`src/rtl/serial_mag_comp.sv`:
```
// Bit-serial magnitude comparator: walks the captured operands MSB first and
// stops at the first differing bit, with optional two's-complement treatment of the MSB.
module serial_mag_comp #(
    parameter int unsigned WIDTH     = 8,
    parameter bit          SIGNED_EN = 1'b1
) (
    input  logic             clk,
    input  logic             rst,
    input  logic             start,
    input  logic             signed_mode,
    input  logic [WIDTH-1:0] A,
    input  logic [WIDTH-1:0] B,
    output logic             busy,
    output logic             done,
    output logic             Eq,
    output logic             Gt,
    output logic             Lt
);

    localparam int unsigned        IDX_W   = $clog2(WIDTH);
    localparam logic [IDX_W-1:0]   IDX_MSB = IDX_W'(WIDTH - 1);

    typedef enum logic [0:0] {
        S_IDLE = 1'b0,
        S_CMP  = 1'b1
    } state_t;

    state_t             state_q, state_d;
    logic [IDX_W-1:0]   idx_q, idx_d;
    logic [WIDTH-1:0]   a_q, a_d;
    logic [WIDTH-1:0]   b_q, b_d;
    logic               sgn_q, sgn_d;
    logic               busy_q, busy_d;
    logic               done_q, done_d;
    logic               eq_q, eq_d;
    logic               gt_q, gt_d;
    logic               lt_q, lt_d;

    logic               a_bit_c;
    logic               b_bit_c;
    logic               bit_diff_c;
    logic               last_bit_c;
    logic               msb_signed_c;

    assign a_bit_c      = a_q[idx_q];
    assign b_bit_c      = b_q[idx_q];
    assign bit_diff_c   = a_bit_c ^ b_bit_c;
    assign last_bit_c   = (idx_q == '0);
    // Sign bit has inverted weight in two's complement, so its sense flips.
    assign msb_signed_c = sgn_q & (idx_q == IDX_MSB);

    // State and datapath registers.
    always_ff @(posedge clk) begin
        if (rst) begin
            state_q <= S_IDLE;
            idx_q   <= IDX_MSB;
            a_q     <= '0;
            b_q     <= '0;
            sgn_q   <= 1'b0;
            busy_q  <= 1'b0;
            done_q  <= 1'b0;
            eq_q    <= 1'b0;
            gt_q    <= 1'b0;
            lt_q    <= 1'b0;
        end else begin
            state_q <= state_d;
            idx_q   <= idx_d;
            a_q     <= a_d;
            b_q     <= b_d;
            sgn_q   <= sgn_d;
            busy_q  <= busy_d;
            done_q  <= done_d;
            eq_q    <= eq_d;
            gt_q    <= gt_d;
            lt_q    <= lt_d;
        end
    end

    // Next-state logic.
    always_comb begin
        state_d = state_q;
        case (state_q)
            S_IDLE: if (start) state_d = S_CMP;
            S_CMP:  if (bit_diff_c || last_bit_c) state_d = S_IDLE;
            default: state_d = S_IDLE;
        endcase
    end

    // Operand capture, index walk and result flags.
    always_comb begin
        idx_d  = idx_q;
        a_d    = a_q;
        b_d    = b_q;
        sgn_d  = sgn_q;
        done_d = 1'b0;
        eq_d   = eq_q;
        gt_d   = gt_q;
        lt_d   = lt_q;
        busy_d = (state_d == S_CMP);
        case (state_q)
            S_IDLE: begin
                if (start) begin
                    a_d   = A;
                    b_d   = B;
                    sgn_d = signed_mode & SIGNED_EN;
                    idx_d = IDX_MSB;
                end
            end
            S_CMP: begin
                if (bit_diff_c) begin
                    done_d = 1'b1;
                    eq_d   = 1'b0;
                    gt_d   = msb_signed_c ? ~a_bit_c : a_bit_c;
                    lt_d   = msb_signed_c ? a_bit_c : ~a_bit_c;
                end else if (last_bit_c) begin
                    done_d = 1'b1;
                    eq_d   = 1'b1;
                    gt_d   = 1'b0;
                    lt_d   = 1'b0;
                end else begin
                    idx_d = IDX_W'(idx_q - 1'b1);
                end
            end
            default: ;
        endcase
    end

    assign busy = busy_q;
    assign done = done_q;
    assign Eq   = eq_q;
    assign Gt   = gt_q;
    assign Lt   = lt_q;

endmodule

```
`config.mk`:
```
export PLATFORM = sky130hd
export DESIGN_NAME = serial_mag_comp
export DESIGN_NICKNAME = d
export VERILOG_FILES = /design/src/rtl/serial_mag_comp.sv
export SDC_FILE = /design/constraint.sdc
export NUM_CORES = 1
export LEC_CHECK = 0
export CELL_PAD_IN_SITES_DETAIL_PLACEMENT = 0
export CELL_PAD_IN_SITES_GLOBAL_PLACEMENT = 1
export CORE_ASPECT_RATIO = 0.7
export CORE_MARGIN = 2
export CORE_UTILIZATION = 33
export DETAILED_ROUTE_END_ITERATION = 10
export MAX_ROUTING_LAYER = met4
export PLACE_DENSITY_LB_ADDON = 0.1
export SETUP_SLACK_MARGIN = 0.1
export SYNTH_ARGS = -nofsm -noshare
export SYNTH_HDL_FRONTEND = slang
export SYNTH_SLANG_ARGS = --single-unit
```
`constraint.sdc`:
```
create_clock -name clk -period 1.83 [get_ports clk]
set_clock_uncertainty 0.1 [all_clocks]
set_input_delay 0.2745 -clock clk [delete_from_list [all_inputs] [get_ports clk]]
set_output_delay 0.2745 -clock clk [all_outputs]
set_load 0.02 [all_outputs]
```
==> flow_metrics.env <==
export IMPL_status="complete, but fails checks"
export IMPL_violations="negative setup slack"
export IMPL_reg2reg_slack_ns=-0.08
export IMPL_fin_crit_sh=1.04
export IMPL_ys_async_sr_fraction=0
export IMPL_post_cts_buffers=0
export IMPL_hold_depth=2
export IMPL_maxSlewHeadroom=0.773
export IMPL_final_cell_mix="nand2_1 (38), clkdlybuf4s50_1 (23), dfxtp_1 (22)"
export IMPL_hold_class="reg -> reg"
export IMPL_min_period_ns=1.91
export IMPL_rr_worst_depth=5
export IMPL_fmax_mhz=525
export IMPL_syn_nets=169
export IMPL_finalNonFillerCells=225
export IMPL_clock_latency_ns=0.27
export IMPL_cp_top_family="multiplexers"
export IMPL_ant_nets=0
export IMPL_clkSlewWorstSetupHoldPaths_ns=0.08
export IMPL_num_io_pins=25
export IMPL_finalMaxSlewViolations=0
export IMPL_end_kind="flip-flop"
export IMPL_powerDensity_nw_per_um2=706
export IMPL_root_buffer="clkbuf_8"
export IMPL_cts_sinks=25
export IMPL_worstReg2RegStart="idx_q[0]$_SDFFE_PP1P_"
export IMPL_cts_tree="built"
export IMPL_numPortBuffers=24
export IMPL_antennaDiodeCount=0
export IMPL_drc_errors=0
export IMPL_cp_start_kind="flip-flop"
export IMPL_placed_cells=221
export IMPL_drt_iter0_drc=62
export IMPL_final_hold_violation_count=0
export IMPL_syn_area_sq_um=1230
export IMPL_dieWidth_um=76.9
export IMPL_setup_tns_ns=-0.197
export IMPL_max_stage_delay_ns=0.52
export IMPL_power_leakage_nw=0.670
export IMPL_numCtsBuffers=3
export IMPL_dr_pass1_iters=4
export IMPL_die_y_um=55
export IMPL_synth_top_cell_area_share=0.408
export IMPL_grt_overflow_total=0
export IMPL_placed_cell_area_sq_um=1570
export IMPL_die_area_sq_um=4230
export IMPL_rows=18
export IMPL_synth_warnings=0
export IMPL_critPathMaxFanout=6
export IMPL_r2r_end="Eq$_SDFFE_PP0P_"
export IMPL_final_area_sq_um=1680
export IMPL_place_worst_setup_slack_ns=-0.0835
export IMPL_cp_slowest_cell="mux4_2"
export IMPL_avgSynthCellArea_sq_um=8.40
export IMPL_hold_path_end="a_q[2]$_SDFFE_PP0P_"
export IMPL_finalNetCount=199
export IMPL_place_congestion=0.813
export IMPL_postSynthCellCount=146
export IMPL_htree_levels=1
export IMPL_drv_cap=0
export IMPL_worstPathCellList="mux4_2 -> mux2i_1 -> a21bo_4 -> and2_4 -> a221oi_2"
export IMPL_worst_pin_slew_ns=0.338
export IMPL_ys_types=31
export IMPL_wirelength_um=3050
export IMPL_grt_pass1_vias=1065
export IMPL_worst_slack_ns=-0.0762
export IMPL_cp_depth=5
export IMPL_viasPerCell=4.82
export IMPL_synth_seq_cells=25
export IMPL_hold_buffers=0
export IMPL_clk_path_buf_depth=2
export IMPL_drive_gt1_frac=0.217
export IMPL_critPathRequiredTime_ns=1.92
export IMPL_setup_viol=6
export IMPL_worst_path_buf_inv=0
export IMPL_dp_hpwl_um=2220
export IMPL_rsz0062_at_grt="true"
export IMPL_yosysTopAreaCell="dfxtp_1"
export IMPL_drt_wirelength_per_cell_um=13.6
export IMPL_worstPathArrival_ns=2.00
export IMPL_grt_usage=0.162
export IMPL_design_core_area_sq_um=3540
export IMPL_timing_hold_ws_ns=0.359
export IMPL_ir_drop_mv=0.320
export IMPL_synth_edff_count=0
export IMPL_antenna_found_initial=0
export IMPL_final_common_cell="nand2_1"
export IMPL_start_util=0.347
export IMPL_synth_area_leaders="dfxtp_1 (41%), nand2_1 (12%), a21oi_1 (8.2%)"
export IMPL_area_growth_syn_to_layout_pct=36.6
export IMPL_via_count=1084
export IMPL_grt_max_degree=27
export IMPL_synth_flop_cell="dfxtp_1"
export IMPL_worstSetupPathType="reg -> reg"
export IMPL_hp_start="a_q[2]$_SDFFE_PP0P_"
export IMPL_ys_seq_area_frac=0.408
export IMPL_grt_pass1_wl_um=5090
==> stage by stage <==
stage / utilization / power [mW]
after floorplan: - / 0.749
after global placement: 0.444 / 0.847
after detailed placement: 0.444 / 0.850
after CTS: 0.458 / 1.18
after global routing: 0.474 / 1.25
final: 0.474 / 1.18
==> metal layers <==
layer,track usage,share of wire,vias up
li1,-,-,549
met1,0.220,0.52,511
met2,0.246,0.43,22
met3,0.0471,0.044,2
met4,0.0273,0.0039,0
met5,-,0,-
==> cells in the mapped netlist (2+ instances only) <==
cell and instances:
a21oi_1 20, clkbuf_1 9, dfxtp_1 25, ha_1 3, inv_1 3, mux2_2 2, mux2i_1 7, mux4_2 3
nand2_1 38, nand2b_1 3, nand3_1 2, nor2_1 6, nor2b_1 4, nor3_1 3, o21a_1 2
==> registers in the layout (all words and copies together), names as in the netlist <==
signal and cells:
done 1, b_q 8, idx_q 3, Gt 1
busy 1, sgn_q 1, Eq 1, a_q 8
Lt 1
==> timing repair <==
action / in CTS / in global routing
endpoints found under the setup margin: 9 / 8
pin swaps: 0 / 1
gates resized for setup: 4 / 11
cloned: 0 / 0
==> worst reg2reg max path, stage by stage, from the launching register on <==
cell	delay, ns
dfxtp_4	0.39
mux4_2	0.52
mux2i_1	0.17
a21bo_4	0.28
and2_4	0.15
a221oi_2	0.21
==> report_power, final <==
| part | switching (mW) | total [mW] | internal, mW |
|---|---|---|---|
| Sequential | 0.0297 | 0.606 | 0.577 |
| Clock | 0.174 | 0.330 | 0.156 |
| Combinational | 0.114 | 0.247 | 0.133 |
==> kinds of logic (layout without fill, tap and decap cells) <==
family | count (synthesis) | after routing | share of synthesized area
multiplexers | 12 | 12 | 0.131
flip-flops | 25 | 25 | 0.408
buffers and inverters | 14 | 43 | 0.0490
AO/OA/AOI/OAI | 30 | 30 | 0.152
adder cells (fa/ha/maj) | 3 | 3 | 0.0306
AND/OR/NAND/NOR | 62 | 62 | 0.230
==> how the worst max path moves through the flow <==
stage                               start                     to  slack, ns
finish              idx_q[0]$_SDFFE_PP1P_        Eq$_SDFFE_PP0P_      -0.08
floorplan           idx_q[0]$_SDFFE_PP1P_        Eq$_SDFFE_PP0P_      -0.03
CTS                 idx_q[0]$_SDFFE_PP1P_        Eq$_SDFFE_PP0P_      -0.07
global placement    idx_q[0]$_SDFFE_PP1P_  idx_q[1]$_SDFFE_PP1P_      -0.03
detailed placement  idx_q[0]$_SDFFE_PP1P_        Lt$_SDFFE_PP0P_      -0.08
global route        idx_q[0]$_SDFFE_PP1P_        Eq$_SDFFE_PP0P_      -0.14
==> area by class of cell <==
cell class / count / area [sq um]
clock buffer: 4 / 45.0
multi-input combinational: 107 / 721
tap: 50 / 62.6
fill: 369 / 1860
inverter: 3 / 11.3
timing repair buffer: 36 / 329
sequential: 25 / 507
No activity file was read; power rests on OpenSTA's default activity.
